[src/rtl/uart_tx_arb.sv]
// uart_tx_arb: frame-atomic round-robin arbiter sharing one UART TX byte stream
// between two frame sources, with a mid-frame stall watchdog.
module uart_tx_arb #(
    parameter int FRAME_LEN = 6,
    parameter int TIMEOUT   = 1024,
    parameter int TO_W      = 16
) (
    input  logic       clk,
    input  logic       rst_n,
    input  logic       s0_valid,
    input  logic [7:0] s0_data,
    output logic       s0_ready,
    input  logic       s1_valid,
    input  logic [7:0] s1_data,
    output logic       s1_ready,
    output logic       tx_valid,
    output logic [7:0] tx_data,
    input  logic       tx_ready,
    output logic [1:0] grant,
    output logic       abort_err,
    output logic       abort_pulse,
    input  logic       err_clr
);
    typedef enum logic [1:0] {IDLE, G0, G1} state_t;
    state_t state, state_n;
    logic ptr, ptr_n;
    logic [3:0] cnt, cnt_n;
    logic [TO_W-1:0] wd, wd_n;
    logic v, xfer, done, fire;
    always_comb begin
        state_n = state;
        ptr_n   = ptr;
        cnt_n   = cnt;
        wd_n    = wd;
        done    = 1'b0;
        fire    = 1'b0;
        v       = state == G0 ? s0_valid : state == G1 ? s1_valid : 1'b0;
        xfer    = v && tx_ready;
        if (state == IDLE) begin
            cnt_n = '0;
            wd_n  = '0;
            if (s0_valid && (!s1_valid || !ptr))
                state_n = G0;
            else if (s1_valid)
                state_n = G1;
        end else begin
            cnt_n = cnt + 4'(xfer);
            wd_n  = v ? '0 : wd + TO_W'(1);
            done  = xfer && cnt == 4'(FRAME_LEN - 1);
            // frame end takes priority over a watchdog abort in the same cycle
            fire  = !done && !v && TIMEOUT != 0 && wd == TO_W'(TIMEOUT - 1);
            if (done || fire) begin
                state_n = IDLE;
                ptr_n   = state == G0;
            end
        end
    end
    always_ff @(posedge clk) begin
        if (!rst_n) begin
            state       <= IDLE;
            ptr         <= 1'b0;
            cnt         <= '0;
            wd          <= '0;
            abort_err   <= 1'b0;
            abort_pulse <= 1'b0;
        end else begin
            state       <= state_n;
            ptr         <= ptr_n;
            cnt         <= cnt_n;
            wd          <= wd_n;
            abort_pulse <= fire;
            abort_err   <= fire || (abort_err && !err_clr);
        end
    end
    assign grant    = {state == G1, state == G0};
    assign tx_valid = v;
    assign tx_data  = state == G0 ? s0_data : state == G1 ? s1_data : 8'h00;
    assign s0_ready = state == G0 && tx_ready;
    assign s1_ready = state == G1 && tx_ready;
endmodule

[config.mk]
export PLATFORM = sky130hd
export DESIGN_NAME = uart_tx_arb
export DESIGN_NICKNAME = d
export VERILOG_FILES = /design/src/rtl/uart_tx_arb.sv
export SDC_FILE = /design/constraint.sdc
export NUM_CORES = 1
export LEC_CHECK = 0
export ABC_AREA = 1
export BUFFER_PORTS_ARGS = -buffer_cell sky130_fd_sc_hd__buf_2
export CAP_MARGIN = 30
export CORE_UTILIZATION = 55
export CTS_CLUSTER_DIAMETER = 40
export DETAILED_ROUTE_END_ITERATION = 10
export PLACE_DENSITY = 0.91
export SLEW_MARGIN = 10
export SYNTH_ARGS = -nofsm -noshare
export SYNTH_HDL_FRONTEND = slang
export SYNTH_SLANG_ARGS = --single-unit
[constraint.sdc]
create_clock -name clk -period 2.6 [get_ports clk]
set_input_delay 0.26 -clock clk [delete_from_list [all_inputs] [get_ports clk]]
set_output_delay 0.26 -clock clk [all_outputs]
set_load 0.02 [all_outputs]
==> impl_metrics.ini, run 1 <==
[layout]
synthToLayoutAreaGrowth_pct = 16.1
fin_nets = 242
ff_latch_area_um2 = 500
n_fill_cell = 186
multi_input_comb_area_um2 = 717
num_antenna_cells = 0
final_layout_size_suffix_gt1_frac = 0.315

[die]
io_pins = 37
core_um2 = 2250
dieWidth_um = 51.2
initial_core_util = 0.592
fp.dieArea_um2 = 2630
num_rows = 17
die_h_um = 51.2

[clock_network]
cts_tree = yes
cts.path.max_buffers = 2
hold_buffers = 0
htreeDepth = 1
ctsResizeCount = 0
root_buffer = clkbuf_4
postCtsSetupBuffers = 0
clk_pin_slew_ns = 0.12
clkLatencyLatePin_ns = 0.32
cts_buffers = 3
clock_sinks = 25

[detailed_routing]
avgViaCountPerCell = 5.18
routedWlPerCell_um = 11.3
first_pass_iters = 4
antenna_left = 0
drt_wl_total_um = 2770
drt_iter0_drc = 37
drc = 0
vias = 1263

[yosys]
synth.avg_cell_area_um2 = 7.45
yosysWarningCount = 0
syn_nets = 204
synth_seq_cells = 25
syn_area_um2 = 1330
syn_inst = 179
ys_seq_area_frac = 0.375
yosysUniqueCellTypes = 27

[sta]
min_period_ns = 1.80
finalHoldViolations = 0
fin_skew_ns = 0.00685
fmax_mhz = 555
tightest_slew_ns = 0.370
rsz0062_at_grt = no
finalSetupViolations = 0
fin_setup_tns_ns = 0
slew_violations = 0
period_share = 0.693
slew_headroom = 0.751

[run_status]
status = finished, final reports clean

[grt]
grtUsageTotal = 0.239
antenna_found_initial = 0
gr-total-overflow = 0
grt_max_degree = 17
grt_pass1_wl_um = 4590
grt_pass1_vias = 1171

[power_and_ir_drop]
p_int_uw = 493
power_density_nw_per_um2 = 443
fin_total_pwr_uw = 686
vdd_drop_max_mv = 0.371
total_leakage_power_uw = 0.000656
p_sw_frac = 0.281
p_seq_frac = 0.577
p_sw_uw = 193
pwr-share-clk = 0.251
combPwrFrac = 0.172

[flow_run]
maxCapViolCount = 0

[worst_setup_path]
end_kind = output pin
crit_type = flip-flop to output pin
worst_ep_required_time_ns = 2.34
cp_max_fo = 9
cp_data_arrival_time_ns = 1.54
cp-start-kind = flip-flop

[placed_design]
post-dp-hpwl_um = 2220
place.gp.congestion = 0.833
port_buffers = 36

[hold_path]
min_path_type = primary input to flip-flop
==> logic make-up (layout without fill, tap and decap cells) <==
| group | after synthesis | count (layout) | synth area share |
|---|---|---|---|
| and+or+nand+nor | 93 | 93 | 0.346 |
| AOI/OAI and AO/OA | 28 | 28 | 0.144 |
| DFF | 25 | 25 | 0.375 |
| xor gates and xnor gates | 3 | 3 | 0.0197 |
| buffers and inverters | 27 | 64 | 0.0872 |
| adders and majority gates | 3 | 3 | 0.0281 |
==> power by group through the flow <==
stage,Combinational (uW),Clock (uW),Sequential [uW]
2_1_floorplan,87.3,0,398
3_3_place_gp,117,0,404
3_5_place_dp,119,0,404
4_1_cts,119,176,396
5_1_grt,130,188,397
6_report,118,173,396
==> area by class of cell <==
type | instances | share of cell area
clock buffer | 4 | 0.0170
sequential | 25 | 0.323
timing repair buffer | 36 | 0.116
inverter | 24 | 0.0582
tap | 28 | 0.0226
multi-input combinational | 127 | 0.463
==> cells in the mapped netlist <==
| cell | n | area, um^2 |
|---|---|---|
| a21oi_1 | 9 | 45.0 |
| a21oi_2 | 3 | 26.3 |
| a22o_1 | 8 | 70.1 |
| buf_4 | 2 | 15.0 |
| buf_6 | 1 | 11.3 |
| dfxtp_1 | 25 | 500 |
| ha_1 | 3 | 37.5 |
| inv_1 | 15 | 56.3 |
| inv_2 | 9 | 33.8 |
| nand2_1 | 29 | 109 |
| nand2_2 | 4 | 25.0 |
| nand3_1 | 8 | 40.0 |
| nand3_2 | 3 | 30.0 |
| nand3b_1 | 2 | 15.0 |
| nand4_1 | 3 | 18.8 |
| nor2_1 | 26 | 97.6 |
| nor2_2 | 5 | 31.3 |
| nor2_4 | 4 | 45.0 |
| nor3_1 | 6 | 30.0 |
| nor3b_1 | 1 | 7.51 |
| o211ai_1 | 1 | 7.51 |
| o21a_1 | 3 | 22.5 |
| o21ai_0 | 4 | 20.0 |
| or2_0 | 1 | 6.26 |
| or2_2 | 1 | 6.26 |
| xnor2_1 | 1 | 8.76 |
| xor2_1 | 2 | 17.5 |
==> layer usage <==
layer	up-vias	GRT usage	part of all wire
met3	9	0.0536	0.077
met4	0	0.153	0.033
li1	656	-	-
met5	-	0	0
met1	545	0.225	0.39
met2	53	0.456	0.50
==> worst max-delay path, cell delays in order (launching register included) <==
cell and delay, ns:
dfxtp_1 0.52, inv_2 0.10, nor2_2 0.28, a22o_1 0.18
buf_2 0.16
==> placed cells by master, fill, tap and decap left out <==
cell	n
a21oi_1	9
a21oi_2	3
a22o_1	8
buf_2	36
clkbuf_1	1
clkbuf_4	3
dfxtp_1	25
ha_1	3
inv_1	15
inv_2	9
nand2_1	29
nand2_2	4
nand3_1	8
nand3_2	3
nand3b_1	2
nand4_1	3
nor2_1	26
nor2_2	5
nor2_4	4
nor3_1	6
nor3b_1	1
o211ai_1	1
o21a_1	3
o21ai_0	4
or2_0	1
or2_2	1
xnor2_1	1
xor2_1	2
==> worst paths after layout <==
kind                          from           endpoint  slack [ns]  cells after the start
max          state[1]$_SDFFE_PN0P_         tx_data[5]        0.80                      4
min                          rst_n   ptr$_SDFFE_PN0P_        0.18                      3
max reg2reg  state[1]$_SDFFE_PN0P_  cnt[2]$_SDFF_PP0_        1.04                      9
min reg2reg       wd[0]$_SDFF_PP0_   wd[0]$_SDFF_PP0_        0.46                      1
==> per-stage QoR <==
| stage | hold WS, ns | setup WS [ns] | utilization | std cells | area [um^2] |
|---|---|---|---|---|---|
| after floorplan | 0.386 | 1.15 | - | 179 | 1330 |
| after global placement | 0.428 | 1.12 | 0.675 | 240 | 1520 |
| after detailed placement | 0.442 | 1.04 | 0.675 | 240 | 1520 |
| after CTS | 0.179 | 0.783 | 0.687 | 244 | 1550 |
| after global routing | 0.203 | 0.658 | 0.687 | 244 | 1550 |
| final | 0.184 | 0.798 | 0.687 | 244 | 1550 |
==> state kept, by name, indices dropped and copies added, names as in the netlist <==
signal	count
abort_err	1
abort_pulse	1
cnt	4
ptr	1
state	2
wd	16
No activity file was read; power rests on OpenSTA's default activity.
==> inputs of run 2 (changes only) <==
--- a/config.mk
+++ b/config.mk
@@ -8,10 +8,10 @@
 export ABC_AREA = 1
 export BUFFER_PORTS_ARGS = -buffer_cell sky130_fd_sc_hd__buf_2
 export CAP_MARGIN = 30
-export CORE_UTILIZATION = 55
+export CORE_UTILIZATION = 46
 export CTS_CLUSTER_DIAMETER = 40
 export DETAILED_ROUTE_END_ITERATION = 10
-export PLACE_DENSITY = 0.91
+export PLACE_DENSITY = 0.82
 export SLEW_MARGIN = 10
 export SYNTH_ARGS = -nofsm -noshare
 export SYNTH_HDL_FRONTEND = slang
==> constraint.sdc (replaced) <==
create_clock -name clk -period 1.59 [get_ports clk]
set_input_delay 0.159 -clock clk [delete_from_list [all_inputs] [get_ports clk]]
set_output_delay 0.159 -clock clk [all_outputs]
set_load 0.02 [all_outputs]
==> impl_metrics.ini, run 2 (same netlist as run 1, synthesis figures left out) <==
[grt]
grt_pass1_vias = 1139
use_met2 = 0.322
met3_usage = 0.0302
antenna_found_initial = 0
grt_max_degree = 17
grt_pass1_wl_um = 4490
grtUsageTotal = 0.177
use_met1 = 0.204
grt_most_used_layer = met2
gr-total-overflow = 0

[layout]
largest_reg_flops = 16
final_cells = 249
synthToLayoutAreaGrowth_pct = 18.6
reg.largest.list = wd x16, cnt x4, state x2
final_layout_size_suffix_gt1_frac = 0.330
largest-register = wd
num_antenna_cells = 0
final_cell_area_um2 = 1580
fin_nets = 244
ff_latch_area_um2 = 505
multi_input_comb_area_um2 = 733
layout_commonest_cell = buf_2
n_fill_cell = 253
layout_common_cells = buf_2, nand2_1, nor2_1

[hold_path]
min_path_type = primary input to flip-flop

[worst_setup_path]
critPathTopFamily = flip-flops
cp_data_arrival_time_ns = 1.34
cp_slowest_cell = dfxtp_2
crit_chain = inv_2, nor2_4, a22o_1, buf_2
cp_max_fo = 9
end_kind = output pin
timing.critical_path.buf_inv = 2
worst_ep_required_time_ns = 1.43
crit_type = flip-flop to output pin
max_stage_delay_ns = 0.43
cp-start-kind = flip-flop

[sta]
finalHoldViolations = 0
slew_headroom = 0.774
finalSetupViolations = 0
slew_violations = 0
period_share = 0.946
min_period_ns = 1.50
tightest_slew_ns = 0.337
fmax_mhz = 665
fin_skew_ns = 0.00473

[placed_design]
place.gp.congestion = 0.813
post_dp_cell_area_um2 = 1530
dp_cells = 244
post-dp-hpwl_um = 2050
port_buffers = 36

[detailed_routing]
antenna_left = 0
drc = 0
vias = 1288
drt_wl_total_um = 2710
first_pass_iters = 4
drt_iter0_drc = 41
avgViaCountPerCell = 5.17
routedWlPerCell_um = 10.9

[clock_network]
clkLatencyLatePin_ns = 0.32
htreeDepth = 1
cts.path.max_buffers = 2
clk_pin_slew_ns = 0.13
postCtsSetupBuffers = 0
hold_buffers = 0
cts_buffers = 3
clock_sinks = 25
root_buffer = clkbuf_4
cts_tree = yes

[die]
fp.dieArea_um2 = 3120
dieWidth_um = 55.8
core_um2 = 2760
die_h_um = 55.8
initial_core_util = 0.484
num_rows = 19
io_pins = 37

[flow_run]
maxCapViolCount = 0

[run_status]
status = finished, final reports clean

[power_and_ir_drop]
power_density_nw_per_um2 = 719
vdd_drop_max_mv = 0.532
total_leakage_power_uw = 0.000664
[run 2: report_power, final]
| part | internal, uW | total [uW] | switching, uW |
|---|---|---|---|
| registers | 635 | 648 | 13.1 |
| clock network | 98.3 | 286 | 188 |
| logic | 79.7 | 203 | 124 |
[run 2: worst paths after layout]
path / startpoint / to / slack [ns] / cells after the start
setup / recovery: state[0]$_SDFFE_PN0P_ / tx_data[7] / 0.09 / 4
hold / removal: rst_n / ptr$_SDFFE_PN0P_ / 0.08 / 3
setup reg to reg: wd[0]$_SDFF_PP0_ / wd[12]$_SDFF_PP0_ / 0.14 / 10
hold reg to reg: wd[0]$_SDFF_PP0_ / wd[0]$_SDFF_PP0_ / 0.47 / 1
[run 2: routing by layer]
layer | up-vias | wire length, um
met2 | 43 | 1320
met5 | - | 0
met4 | 0 | 44
li1 | 663 | -
met3 | 5 | 179
met1 | 577 | 1170
[run 2: timing repair]
item	CTS	global route
gates resized for setup	3	2
endpoints found under the hold margin	0	0
setup endpoints to repair	9	10
cloned	0	1
pin swaps	0	1
[run 2: final cells by class]
class                           instances  area share
Multi-Input combinational cell        128       0.464
Sequential cell                        25       0.320
Timing Repair Buffer                   37       0.119
Inverter                               24      0.0570
Tap cell                               31      0.0245
Clock buffer                            4      0.0166
[run 2: worst min-delay path, delay by kind of cell]
family | cells | cell delay (ns)
AND/OR/NAND/NOR | 2 | 0.10
buffers and inverters | 1 | 0.12
[run 2: stage by stage]
stage	hold WS [ns]	total power [uW]	worst slack [ns]	utilization	setup TNS [ns]
floorplan	0.285	794	0.138	-	0
global placement	0.424	853	0.119	0.556	0
detailed placement	0.423	856	0.0484	0.556	0
CTS	0.0769	1140	0.00970	0.570	0
global route	0.0879	1190	-0.00168	0.574	-0.00168
finish	0.0790	1140	0.0861	0.574	0
